==> config.mk <==
export PLATFORM = sky130hd
export DESIGN_NAME = binary_search_engine_flat
export DESIGN_NICKNAME = d
export VERILOG_FILES = /design/src/rtl/binary_search_engine_if.sv /design/src/rtl/binary_search_engine.sv /design/src/flat_wrapper.sv
export SDC_FILE = /design/constraint.sdc
export NUM_CORES = 1
export LEC_CHECK = 0
export CAP_MARGIN = 25
export CORE_AREA = 2 2 72 109
export DETAILED_ROUTE_END_ITERATION = 6
export DIE_AREA = 0 0 74 111
export PLACE_DENSITY_LB_ADDON = 0.1
export SETUP_SLACK_MARGIN = 0.02
export SLEW_MARGIN = 40
export SYNTH_ARGS = -nofsm -noshare
export SYNTH_HDL_FRONTEND = slang
export SYNTH_SLANG_ARGS = --single-unit
==> constraint.sdc <==
create_clock -name clk -period 3.2 [get_ports clk]
set_input_delay 0.8 -clock clk [delete_from_list [all_inputs] [get_ports clk]]
set_output_delay 0.8 -clock clk [all_outputs]
set_load 0.1 [all_outputs]
==> src/rtl/binary_search_engine_if.sv <==
// binary_search_engine_if: start/done handshake, RAM read port and result bus of the search engine
//   start, target                    request side, driven by the front end
//   mem_addr, mem_rdata              read port of the sorted RAM (1-cycle latency)
//   busy, done, found, result_addr   status and result
//   master: front end / RAM side; slave: the engine
interface binary_search_engine_if #(
  parameter int DATA_W = 8,
  parameter int ADDR_W = 5
);
  logic              start;
  logic [DATA_W-1:0] target;
  logic [ADDR_W-1:0] mem_addr;
  logic [DATA_W-1:0] mem_rdata;
  logic              busy;
  logic              done;
  logic              found;
  logic [ADDR_W:0]   result_addr;
  modport master (output start, target, mem_rdata, input mem_addr, busy, done, found, result_addr);
  modport slave  (input start, target, mem_rdata, output mem_addr, busy, done, found, result_addr);
endinterface

==> src/rtl/binary_search_engine.sv <==
// binary_search_engine: binary search for target in an ascending-sorted external RAM of DEPTH words
//   clk, reset   clock, synchronous active-high reset
//   bus (slave)  start/target request, mem_addr/mem_rdata RAM read port,
//                busy/done/found/result_addr status and result
//   BSEARCH_LOWER_BOUND_EN: when defined, a miss reports the insertion index (final lo)
//                           instead of 0
module binary_search_engine #(
  parameter int DATA_W = 8,
  parameter int ADDR_W = 5,
  parameter int DEPTH  = 32
) (
  input logic clk,
  input logic reset,
  binary_search_engine_if.slave bus
);
  typedef enum logic [2:0] {IDLE, PROBE, WAIT, CMP, DONE} state_t;
  state_t state, state_n;
  logic [ADDR_W:0]   lo, hi, mid, mid_q;
  logic [ADDR_W+1:0] sum;
  logic [DATA_W-1:0] target_q;
  // Sum kept one bit wider so lo+hi can never wrap before the halving.
  assign sum = {1'b0, lo} + {1'b0, hi};
  assign mid = sum[ADDR_W+1:1];
  always_ff @(posedge clk)
    if (reset) state <= IDLE;
    else state <= state_n;
  always_comb begin
    state_n = IDLE;
    case (state)
      IDLE, DONE: state_n = bus.start ? PROBE : state;
      PROBE:      state_n = lo < hi ? WAIT : DONE;
      WAIT:       state_n = CMP;
      CMP:        state_n = bus.mem_rdata == target_q ? DONE : PROBE;
      default:    state_n = IDLE;
    endcase
  end
  always_comb bus.busy = state == PROBE || state == WAIT || state == CMP;
  always_ff @(posedge clk)
    if (reset) begin
      lo              <= '0;
      hi              <= '0;
      mid_q           <= '0;
      target_q        <= '0;
      bus.mem_addr    <= '0;
      bus.done        <= 1'b0;
      bus.found       <= 1'b0;
      bus.result_addr <= '0;
    end else
      case (state)
        IDLE, DONE:
          if (bus.start) begin
            target_q  <= bus.target;
            lo        <= '0;
            hi        <= (ADDR_W+1)'(DEPTH);
            bus.done  <= 1'b0;
            bus.found <= 1'b0;
          end
        PROBE:
          if (lo < hi) begin
            bus.mem_addr <= mid[ADDR_W-1:0];
            mid_q        <= mid;
          end else begin
            bus.done  <= 1'b1;
            bus.found <= 1'b0;
`ifdef BSEARCH_LOWER_BOUND_EN
            bus.result_addr <= lo;
`else
            bus.result_addr <= '0;
`endif
          end
        CMP:
          if (bus.mem_rdata == target_q) begin
            bus.found       <= 1'b1;
            bus.done        <= 1'b1;
            bus.result_addr <= mid_q;
          end else if (bus.mem_rdata < target_q) lo <= mid_q + 1'b1;
          else hi <= mid_q;
        default: ;
      endcase
endmodule

==> src/flat_wrapper.sv <==
// flat-port wrapper written by rule: the top's interface ports become plain ports
module binary_search_engine_flat 
#(
  parameter int DATA_W = 8,
  parameter int ADDR_W = 5,
  parameter int DEPTH  = 32
)
  (clk, reset, bus_start, bus_target, bus_mem_rdata, bus_mem_addr, bus_busy, bus_done, bus_found, bus_result_addr);
  binary_search_engine_if #(.DATA_W(DATA_W), .ADDR_W(ADDR_W)) bus_i ();
  input logic clk;
  input logic reset;
  input wire logic [$bits(bus_i.start)-1:0] bus_start;
  input wire logic [$bits(bus_i.target)-1:0] bus_target;
  input wire logic [$bits(bus_i.mem_rdata)-1:0] bus_mem_rdata;
  output wire logic [$bits(bus_i.mem_addr)-1:0] bus_mem_addr;
  output wire logic [$bits(bus_i.busy)-1:0] bus_busy;
  output wire logic [$bits(bus_i.done)-1:0] bus_done;
  output wire logic [$bits(bus_i.found)-1:0] bus_found;
  output wire logic [$bits(bus_i.result_addr)-1:0] bus_result_addr;
  assign bus_i.start = bus_start;
  assign bus_i.target = bus_target;
  assign bus_i.mem_rdata = bus_mem_rdata;
  assign bus_mem_addr = bus_i.mem_addr;
  assign bus_busy = bus_i.busy;
  assign bus_done = bus_i.done;
  assign bus_found = bus_i.found;
  assign bus_result_addr = bus_i.result_addr;
  binary_search_engine #(.DATA_W(DATA_W), .ADDR_W(ADDR_W), .DEPTH(DEPTH)) u_core (.clk(clk), .reset(reset), .bus(bus_i));
endmodule
Yosys cells after proc, flatten, opt, wreduce, memory -nomap -nowiden. Index checks and enable logic that the tools add are counted.

Register bits: 42. Latch bits: 0. Bits in writable memories: 0. Memory bits (read-only): 0. Input bits: 19. Output and inout bits: 14. Word-level logic and storage cells: 58. Memories kept: 0.

Add/subtract/negate cells: 2. Multipliers: 0. Divide/modulo/power cells: 0. $lt $le $gt $ge: 2. Equal/unequal tests: 11. Shifts and indexed selects: 0. Muxes and demuxes: 21. Bitwise operators: 0. Reduce and logical (&&, ||, !) cells: 13.

Operators by type and width (count): 2-to-1 mux 6 bit (8); case mux 6 bit (2 select lines) (3); != test 2 bit (second input constant) (6); case mux 3 bit (4 select lines) (1); AND reduction 4 bit (3); 2-to-1 mux 3 bit (3); == test 8 bit (1); less-than comparator 8 bit (1); adder 6 x 6 -> 7 bit (1); adder 6 x 1 -> 6 bit (second input constant) (1); == test 3 x 2 -> 1 bit (second input constant) (2); less-than comparator 6 bit (1); case mux 1 bit (3 select lines) (2); 2-to-1 mux 1 bit (4); AND reduction 2 bit (2); nonzero test 2 bit (2); == test 3 x 1 -> 1 bit (second input constant) (1); == test 3 bit (second input constant) (1); zero test 3 bit (1); AND reduction 3 bit (1); nonzero test 3 bit (1); logical OR 1 bit (2); OR reduction 2 bit (1).

Logic depth before layout (Yosys ltp). Gate-level depths: netlist of the first run.

Depth in word-level cells: 4. Mapped depth: 8. Mapped depth without buffers: 7.

Worst setup path after synthesis of the first run. OpenSTA, ideal clock, no wires.

Kind: reg2out. From: register u_core.state[1]. To: output port bus_busy. Arrival: 1703 ps. Data required time: 2400 ps. Setup slack: 697 ps. Stages on the path, launching flop included: 3. Buffers on the path: 0. Cell sequence: dfxtp_1 > nor2_1 > nor2_1.

Cells in the longest elaborated chain, start to end: 3. Elaborated cells between the ends (all ways): 5. Those cells by class: eq/ne: 3; reduce/logical: 2.

Ends and longest elaborated chain: from (decl) (line binary_search_engine.sv:17) `state_t state, state_n;`; from (signal assigned) (line binary_search_engine.sv:26) `else state <= state_n;`; == test 3 x 1 -> 1 bit / == test 3 x 2 -> 1 bit (equally long branches) (line binary_search_engine.sv:37) `always_comb bus.busy = state == PROBE || state == WAIT || state == CMP;`; logical OR 1 bit (line binary_search_engine.sv:37); logical OR 1 bit * (line binary_search_engine.sv:37); to (decl) (line flat_wrapper.sv:16) `output wire logic [$bits(bus_i.busy)-1:0] bus_busy;`.

Mark *: on every way between the ends. The rest lies on a longest branch, timed or not.

Worst setup path after layout of the first run.
From: input port bus_mem_rdata[0]. To: register u_core.lo[4].

Cells in the longest elaborated chain, start to end: 3. Elaborated cells between the ends (all ways): 5. Those cells by class: order compare: 1; eq/ne: 3; reduce/logical: 1.

Ends and longest elaborated chain: from (decl) (line flat_wrapper.sv:14) `input wire logic [$bits(bus_i.mem_rdata)-1:0] bus_mem_rdata;`; less-than comparator 8 bit / == test 8 bit (equally long branches) (line binary_search_engine.sv:76, binary_search_engine.sv:72); != test 2 bit (no line); AND reduction 4 bit (no line) *; to (signal assigned) (line binary_search_engine.sv:76) `end else if (bus.mem_rdata < target_q) lo <= mid_q + 1'b1;`; to (decl) (line binary_search_engine.sv:18) `logic [ADDR_W:0] lo, hi, mid, mid_q;`.

Marked as above. A chain may end at the register's enable or synchronous reset.

==> results of run 1 <==
[layout by cell type, fill, tap and decap left out, types with 2 or more instances in the layout]
master	Yosys	routed
sky130_fd_sc_hd__xnor2_1	3	3
sky130_fd_sc_hd__a41o_1	2	2
sky130_fd_sc_hd__a31o_2	2	2
sky130_fd_sc_hd__a211o_1	2	2
sky130_fd_sc_hd__a21oi_1	24	24
sky130_fd_sc_hd__nand2b_1	5	5
sky130_fd_sc_hd__nor2b_1	4	4
sky130_fd_sc_hd__nand4_1	10	10
sky130_fd_sc_hd__nor2_1	16	16
sky130_fd_sc_hd__buf_4	6	19
sky130_fd_sc_hd__o2111ai_1	2	2
sky130_fd_sc_hd__nand2_1	38	38
sky130_fd_sc_hd__a221o_1	2	2
sky130_fd_sc_hd__ha_1	19	19
sky130_fd_sc_hd__and2_1	4	4
sky130_fd_sc_hd__and3_1	2	2
sky130_fd_sc_hd__a31oi_1	2	2
sky130_fd_sc_hd__mux2i_1	6	6
sky130_fd_sc_hd__inv_1	17	17
sky130_fd_sc_hd__nand3_1	10	10
sky130_fd_sc_hd__xor2_1	3	3
sky130_fd_sc_hd__and4_1	2	2
sky130_fd_sc_hd__o31ai_1	2	2
sky130_fd_sc_hd__clkdlybuf4s50_1	0	18
sky130_fd_sc_hd__o21ai_0	10	10
sky130_fd_sc_hd__clkbuf_16	0	5
sky130_fd_sc_hd__dfxtp_1	37	37
[tightest hold or removal path: stages, from the launching register on]
cell and delay (ns):
sky130_fd_sc_hd__dfxtp_1 0.30, sky130_fd_sc_hd__nand2_1 0.05, sky130_fd_sc_hd__a21oi_1 0.05
[worst paths after layout]
path	from	end	slack, ns	cells past startpoint
min reg2reg	u_core.target_q[3]	u_core.target_q[3]	0.45	2
max	bus_mem_rdata[0]	u_core.lo[4]	0.68	7
min	u_core.target_q[3]	u_core.target_q[3]	0.45	2
max reg2reg	u_core.hi[5]	u_core.bus.done	1.07	7
[cell usage after synthesis (all sizes together) (2+ instances only)]
master / n / area [um2]
xnor2: 3 / 26.3
a21oi: 25 / 129
ha: 19 / 238
inv: 17 / 63.8
o31ai: 3 / 36.3
dfxtp: 37 / 741
xor2: 3 / 26.3
a221o: 2 / 20.0
o2111ai: 2 / 17.5
a31oi: 2 / 12.5
and3: 2 / 12.5
nand2b: 5 / 31.3
mux2i: 6 / 60.1
and4: 3 / 28.8
buf: 9 / 71.3
and2: 5 / 33.8
nand4: 10 / 62.6
a211o: 3 / 27.5
o21ai: 11 / 55.1
nand3: 10 / 50.1
nor2: 16 / 60.1
a41o: 2 / 20.0
nor2b: 5 / 38.8
a31o: 2 / 17.5
clkbuf: 5 / 18.8
nand2: 38 / 143
[metrics by stage]
stage          utilization  power (mW)
2_1_floorplan            -       0.600
3_3_place_gp         0.347       0.656
3_5_place_dp         0.347       0.656
4_1_cts              0.370        1.23
5_1_grt              0.370        1.27
6_report             0.370        1.21
[registers in the layout, indices dropped and copies added, names as in the netlist]
| signal | count |
|---|---|
| u_core.bus.done | 1 |
| u_core.bus.found | 1 |
| u_core.bus.mem_addr | 4 |
| u_core.bus.result_addr | 6 |
| u_core.hi | 6 |
| u_core.lo | 6 |
| u_core.mid_q | 2 |
| u_core.state | 3 |
| u_core.target_q | 8 |
[where the power goes]
group	internal, mW	switching, mW	total, mW
clock	0.389	0.182	0.571
combinational	0.0617	0.0979	0.160
sequential	0.473	0.0111	0.484
total	0.924	0.291	1.21
[final cells by class]
type	instances	area [um2]	share of cell area
Clock buffer	7	143	0.0523
Tap cell	102	128	0.0468
Sequential cell	37	741	0.272
Timing Repair Buffer	37	323	0.118
Multi-Input combinational cell	193	1290	0.475
Inverter	18	67.6	0.0248
Clock inverter	1	30.0	0.0110
[layer usage]
metal  routed length (um)  up-vias
li1                     -      984
met1                 2290      894
met2                 3240       37
met3                  165        8
met4                  142        0
met5                    0        -
[kinds of logic after synthesis]
group | after synthesis | share of synthesized area
DFF | 37 | 0.338
AOI/OAI and AO/OA | 62 | 0.196
muxes | 6 | 0.0274
xor gates and xnor gates | 6 | 0.0240
and+or+nand+nor | 99 | 0.226
buffers and inverters | 32 | 0.0719
adders and majority gates | 20 | 0.118
==> results.yml, run 1 <==
sta:
  final.setup.worst_slack_ns: 0.681
  clock.fmax_mhz: 397
  tightestPinTransition_ns: 0.543
  hold_violations: 0
  unrepaired_setup_endpoints_after_global_routing: "false"
  final_setup_violating_endpoints: 0
  final_period_minus_worst_setup_slack_ns: 2.52
  slew-limit-headroom: 0.637
  hold-worst-slack_ns: 0.454
  min_period_over_period: 0.787
  final-max-slew-violation-count: 0
  setup_tns_ns: 0
  skew_ns: 0.00505
place:
  dp_cells: 387
  dpl-instance-area_um2: 2550
  port-buffer-count: 32
  dp_hpwl_um: 4660
  place_ws_ns: 0.420
  finalWeightedCongestion: 0.798
floorplan:
  die_w_um: 74
  floorplan.die.height_um: 111
  fp-row-count: 39
  top_level_ports: 33
  initial_utilization: 0.298
  coreArea_um2: 7370
  die_area_um2: 8210
grt:
  grt_max_degree: 24
  first_global_vias: 1941
  grt_antenna_before_repair: 0
  grt_use_met1: 0.162
  groute.layer.met2.usage: 0.283
  grt.total_usage: 0.153
  grt.met3_usage: 0.0282
  gr-max-usage-layer: "met2"
  grt_first_pass_wirelength_um: 9510
  global_route_congestion_overflow_total: 0
logic_synthesis:
  yosys_register_bits: 37
  synthesis.yosys.warnings: 0
  synth-edff-count: 0
  synth-seq-area-share: 0.338
  postSynth.asyncResetShare: 0
  syn-num-nets: 301
  synthFlopType: "sky130_fd_sc_hd__dfxtp_1"
  mappedNetlistArea_um2: 2190
  distinct_cells_synth: 52
  post_synth_inst_count: 262
  syn-mean-instance-area_um2: 8.37
route:
  drc: 0
  drt-initial-drc-count: 69
  routed_wirelength_um: 5840
  detail_route.first_pass.iterations: 4
  antenna_violating_nets_post_route: 0
  post_drt_wl_per_cell_um: 14.8
  vias_per_cell: 4.87
  vias: 1923
job:
  cap_viol_max_count: 0
setup_path:
  crit_path_top_delay_cell: "sky130_fd_sc_hd__clkdlybuf4s50_1"
  cp.arrival_ns: 2.69
  worst-setup-path-type: "in -> reg"
  crit_buf_inv: 2
  worst_ep_required_time_ns: 3.37
  slowest_delay_ns: 0.45
  startpoint_type: "input pin"
  cp_top_family: "compound AO/OA/AOI/OAI gates"
  largest_fanout_on_the_critical_path: 5
  cp-end-kind: "register"
  path_cells: "clkdlybuf4s50_1 > inv_1 > ha_1 > and4_4 > o31ai_1 > nand2_1 > a31o_2"
layout:
  final_cell_area_um2: 2730
  final_net_count: 331
  layout.cells.non_filler: 395
  area_delta_synth_final_pct: 24.3
  antenna_cells: 0
  num-fill-cells: 772
  layout_cell_share_with_drive_strength_beyond_1: 0.123
clocking:
  cts_made_buffers: 5
  clkLatencyLatePin_ns: 0.28
  number_of_setup_buffers_added_after_cts: 0
  cts_hold_buffers: 0
  clock-sinks: 37
  clock_pin_transition_on_the_worst_setup_and_hold_timing_paths_ns: 0.05
  cts_tree: "built"
  cts.path.max_buffers: 2
  clock_tree.root_cell: "sky130_fd_sc_hd__clkbuf_16"
  cts_repair_resize_count: 0
  number_of_levels_the_h_tree_was_split_into: 2
worst_hold_path:
  timing.hold.worst.class: "reg -> reg"
run_status:
  run_status: "finished clean"
power:
  power.leakage_nw: 1.11
  power.ir.vdd_worst_mv: 0.273
  power.density_nw_per_um2: 446
Power figures use the tool's default switching activity.
==> inputs of run 2 (changes only) <==
Clock period 3.2 ns to 2.11 ns, I/O delays scaled along.
==> results.yml, run 2 (synthesis results as in run 1) <==
run_status:
  run_status: "finished clean"
route:
  vias: 2016
  drc: 0
  routed_wirelength_um: 6110
  post_drt_wl_per_cell_um: 14.7
  antenna_violating_nets_post_route: 0
  vias_per_cell: 4.85
  detail_route.first_pass.iterations: 4
  drt-initial-drc-count: 76
setup_path:
  cpMostUsedCell: "sky130_fd_sc_hd__nand2_1"
  cp.arrival_ns: 2.19
  worst-setup-path-type: "in -> reg"
  cp-end-kind: "register"
  crit_path_top_delay_cell: "sky130_fd_sc_hd__clkdlybuf4s50_1"
  largest_fanout_on_the_critical_path: 5
  slowest_delay_ns: 0.41
  path_cells: "clkdlybuf4s50_1 > ha_1 > and4_4 > and2_1 > nand2_1 > nand2_1 > a221o_1"
  startpoint_type: "input pin"
  worst_ep_required_time_ns: 2.27
sta:
  final-max-slew-violation-count: 0
  skew_ns: 0.00543
  hold_violations: 0
  clock.fmax_mhz: 493
  tightestPinTransition_ns: 0.696
  slew-limit-headroom: 0.535
  final_period_minus_worst_setup_slack_ns: 2.03
  min_period_over_period: 0.961
  final.setup.worst_slack_ns: 0.0822
  unrepaired_setup_endpoints_after_global_routing: "true"
  final_setup_violating_endpoints: 0
clocking:
  clock-sinks: 37
  clock_tree.root_cell: "sky130_fd_sc_hd__clkbuf_16"
  cts_hold_buffers: 0
  cts.path.max_buffers: 2
  number_of_levels_the_h_tree_was_split_into: 2
  clkLatencyLatePin_ns: 0.28
  cts_tree: "built"
  clock_pin_transition_on_the_worst_setup_and_hold_timing_paths_ns: 0.05
  cts_made_buffers: 5
job:
  cap_viol_max_count: 0
floorplan:
  die_area_um2: 8210
  initial_utilization: 0.298
  coreArea_um2: 7370
  die_w_um: 74
  fp-row-count: 39
  top_level_ports: 33
  floorplan.die.height_um: 111
grt:
  first_global_vias: 2002
  grt.total_usage: 0.161
  global_route_congestion_overflow_total: 0
  grt_max_degree: 20
  grt_first_pass_wirelength_um: 10200
  grt_antenna_before_repair: 0
layout:
  most-common-layout-cells: "sky130_fd_sc_hd__nand2_1, sky130_fd_sc_hd__dfxtp_1, sky130_fd_sc_hd__buf_4, sky130_fd_sc_hd__a21oi_1, sky130_fd_sc_hd__inv_1"
  largest_register_ffs: 8
  largest-register: "u_core.target_q"
  layout_cell_share_with_drive_strength_beyond_1: 0.255
  area_delta_synth_final_pct: 41.6
  antenna_cells: 0
  final_net_count: 352
place:
  finalWeightedCongestion: 0.757
  dp_hpwl_um: 4690
  port-buffer-count: 32
  place_ws_ns: -0.391
power:
  power.ir.vdd_worst_mv: 0.506
  seqPwrFrac: 0.405
  power_frac_clock: 0.416
  switching_share: 0.264
  total_switching_power_mw: 0.478
  p_comb_frac: 0.179
  power.density_nw_per_um2: 582
  power_mw: 1.81
  power.leakage_nw: 1.28
  cellInternalPower_mw: 1.33
worst_hold_path:
  timing.hold.worst.class: "reg -> reg"
## run 2: cell types whose count changed in the layout (fill, tap and decap cells not counted), sizes merged
cell           previous run  this run
dlymetal6s2s              0         4
buf                      19        40
clkinv                    1         3
clkdlybuf4s50            18        14
bufinv                    1         0
clkbuf                    7         6
## run 2: final timing paths
| path | from | endpoint | slack (ns) | cells past startpoint |
|---|---|---|---|---|
| setup / recovery | bus_mem_rdata[5] | u_core.bus.done | 0.08 | 7 |
| hold / removal | u_core.target_q[3] | u_core.target_q[3] | 0.45 | 2 |
| setup reg to reg | u_core.hi[5] | u_core.bus.mem_addr[0] | 0.14 | 7 |
| hold reg to reg | u_core.target_q[3] | u_core.target_q[3] | 0.45 | 2 |
## run 2: layout make-up
type	instances	area, um2
clock buffers	6	139
clock inverters	2	13.8
fillers	740	4260
inverters	18	67.6
multi-input cells	193	1440
flip-flops and latches	37	741
well taps	102	128
repair buffers	58	582
## run 2: power by group through the flow
stage	sequential, mW	combinational (mW)	clock (mW)
5_1_grt	0.736	0.354	0.812
3_3_place_gp	0.748	0.272	0
6_report	0.733	0.323	0.753
4_1_cts	0.733	0.287	0.772
2_1_floorplan	0.753	0.158	0
3_5_place_dp	0.748	0.272	0
## run 2: repair_timing
item,CTS,global route
buffers inserted,1,2
setup endpoints to repair,12,19
hold endpoints to repair,0,0
pin swaps,8,5
gates resized for setup,8,24
## run 2: metal layers
metal,global-route usage,up-vias,wire (um)
met4,0.0703,0,187
met1,0.193,934,2520
met5,0,-,0
met3,0.0300,11,194
li1,-,1025,-
met2,0.273,46,3200
## run 2: worst max-delay path: cells and delay by family
| kind | cells | cell delay [ns] |
|---|---|---|
| and+or+nand+nor | 4 | 0.59 |
| buffers and inverters | 1 | 0.41 |
| AOI/OAI and AO/OA | 1 | 0.34 |
| adders and majority gates | 1 | 0.33 |
## run 2: per-stage QoR
| step | TNS, ns | cells | hold slack, ns | utilization | instance area, um2 |
|---|---|---|---|---|---|
| floorplan | 0 | 262 | 0.436 | - | 2200 |
| global placement | -5.83 | 405 | 0.443 | 0.375 | 2770 |
| detailed placement | -5.93 | 405 | 0.448 | 0.375 | 2770 |
| CTS | 0 | 414 | 0.456 | 0.404 | 2980 |
| global route | 0 | 416 | 0.470 | 0.422 | 3110 |
| finish | 0 | 416 | 0.452 | 0.422 | 3110 |
==> inputs of run 3 (changes only) <==
Settings changed: CTS_CLUSTER_DIAMETER set to 200, MAX_ROUTING_LAYER set to met4, SKIP_CTS_REPAIR_TIMING set to 1.
==> results.yml, run 3 (synthesis results as in run 1) <==
run_status:
  run_status: "finished clean"
worst_hold_path:
  timing.hold.worst.class: "reg -> reg"
floorplan:
  die_w_um: 74
  fp-row-count: 39
  coreArea_um2: 7370
  floorplan.die.height_um: 111
  initial_utilization: 0.298
  die_area_um2: 8210
  top_level_ports: 33
route:
  vias_per_cell: 4.87
  drt-initial-drc-count: 82
  antenna_violating_nets_post_route: 0
  drc: 0
  vias: 2024
  routed_wirelength_um: 5980
  post_drt_wl_per_cell_um: 14.4
  detail_route.first_pass.iterations: 4
job:
  cap_viol_max_count: 0
clocking:
  cts_tree: "built"
  clock_tree.root_cell: "sky130_fd_sc_hd__clkbuf_16"
  cts_made_buffers: 5
  cts.path.max_buffers: 2
  number_of_levels_the_h_tree_was_split_into: 2
  clock_pin_transition_on_the_worst_setup_and_hold_timing_paths_ns: 0.06
  clock-sinks: 37
  clkLatencyLatePin_ns: 0.28
layout:
  layout.cells.most_common: "sky130_fd_sc_hd__nand2_1"
  num-fill-cells: 751
  layout_cell_share_with_drive_strength_beyond_1: 0.232
  antenna_cells: 0
  most-common-layout-cells: "sky130_fd_sc_hd__nand2_1, sky130_fd_sc_hd__dfxtp_1, sky130_fd_sc_hd__buf_4, sky130_fd_sc_hd__a21oi_1, sky130_fd_sc_hd__inv_1"
  final_net_count: 352
  largest-register: "u_core.target_q"
  area_delta_synth_final_pct: 39.2
  area.sequential_um2: 741
  multi_input_comb_area_um2: 1390
  largest_register_ffs: 8
place:
  finalWeightedCongestion: 0.767
  dp_hpwl_um: 4690
  port-buffer-count: 32
setup_path:
  ff2ff_setup_slack_ns: 0.14
  ff2ff_path_depth: 7
  cp.arrival_ns: 2.23
  cp-end-kind: "register"
  setup.worst_path.end: "u_core.hi[5]"
  critical_path.startpoint: "bus_mem_rdata[7]"
  regToRegStartpoint: "u_core.hi[5]"
  startpoint_type: "input pin"
  worst-setup-path-type: "in -> reg"
  largest_fanout_on_the_critical_path: 5
  r2r-end: "u_core.bus.mem_addr[0]"
  worst_ep_required_time_ns: 2.32
sta:
  tightestPinTransition_ns: 0.678
  final_setup_violating_endpoints: 0
  setup_tns_ns: 0
  skew_ns: 0.00559
  unrepaired_setup_endpoints_after_global_routing: "false"
  final_period_minus_worst_setup_slack_ns: 2.02
  hold_violations: 0
  min_period_over_period: 0.957
  clock.fmax_mhz: 495
  slew-limit-headroom: 0.546
  final-max-slew-violation-count: 0
grt:
  first_global_vias: 1964
  global_route_congestion_overflow_total: 0
  grt_first_pass_wirelength_um: 10000
  grt_max_degree: 20
  grt_antenna_before_repair: 0
  grt.total_usage: 0.163
power:
  power.density_nw_per_um2: 583
  power.leakage_nw: 1.28
  power.ir.vdd_worst_mv: 0.494
  power_mw: 1.78
## run 3: where the power goes
part	leakage, nW	internal, mW	total [mW]	switching [mW]
sequential	0.300	0.717	0.733	0.0156
combinational	0.904	0.130	0.297	0.167
clock	0.0768	0.469	0.752	0.282
## run 3: area by class of cell
class / count / share of cell area
Clock buffer: 6 / 0.0455
Clock inverter: 2 / 0.00451
Inverter: 18 / 0.0221
Multi-Input combinational cell: 193 / 0.455
Sequential cell: 37 / 0.243
Tap cell: 102 / 0.0418
Timing Repair Buffer: 58 / 0.189
## run 3: metal layers
layer / vias up / GRT usage / share of wire / routed length, um
li1: 1025 / - / - / -
met1: 939 / 0.192 / 0.42 / 2490
met2: 47 / 0.267 / 0.52 / 3120
met3: 13 / 0.0282 / 0.029 / 173
met4: 0 / 0.0703 / 0.033 / 197
met5: - / - / 0 / 0
## run 3: how the worst min path moves through the flow
stage	start	to	cells after the start
floorplan	u_core.target_q[1]	u_core.target_q[1]	2
global placement	u_core.target_q[4]	u_core.target_q[4]	2
detailed placement	u_core.target_q[3]	u_core.target_q[3]	2
CTS	u_core.target_q[3]	u_core.target_q[3]	2
global route	u_core.target_q[3]	u_core.target_q[3]	2
finish	u_core.target_q[3]	u_core.target_q[3]	2
## run 3: critical path, stage by stage
cell                              delay [ns]
sky130_fd_sc_hd__clkdlybuf4s50_1        0.44
sky130_fd_sc_hd__ha_4                   0.30
sky130_fd_sc_hd__and4_4                 0.24
sky130_fd_sc_hd__nand2_1                0.09
sky130_fd_sc_hd__o31ai_4                0.28
sky130_fd_sc_hd__buf_6                  0.17
sky130_fd_sc_hd__mux2i_1                0.17
## run 3: metrics by stage
step | cells | worst slack, ns | utilization | area (um2) | hold WS (ns)
6_report | 416 | 0.0899 | 0.414 | 3050 | 0.453
5_1_grt | 416 | 0.0241 | 0.414 | 3050 | 0.470
4_1_cts | 413 | -0.107 | 0.396 | 2920 | 0.456
3_5_place_dp | 405 | -0.391 | 0.375 | 2770 | 0.448
3_3_place_gp | 405 | -0.387 | 0.375 | 2770 | 0.443
2_1_floorplan | 262 | 0.0624 | - | 2200 | 0.436
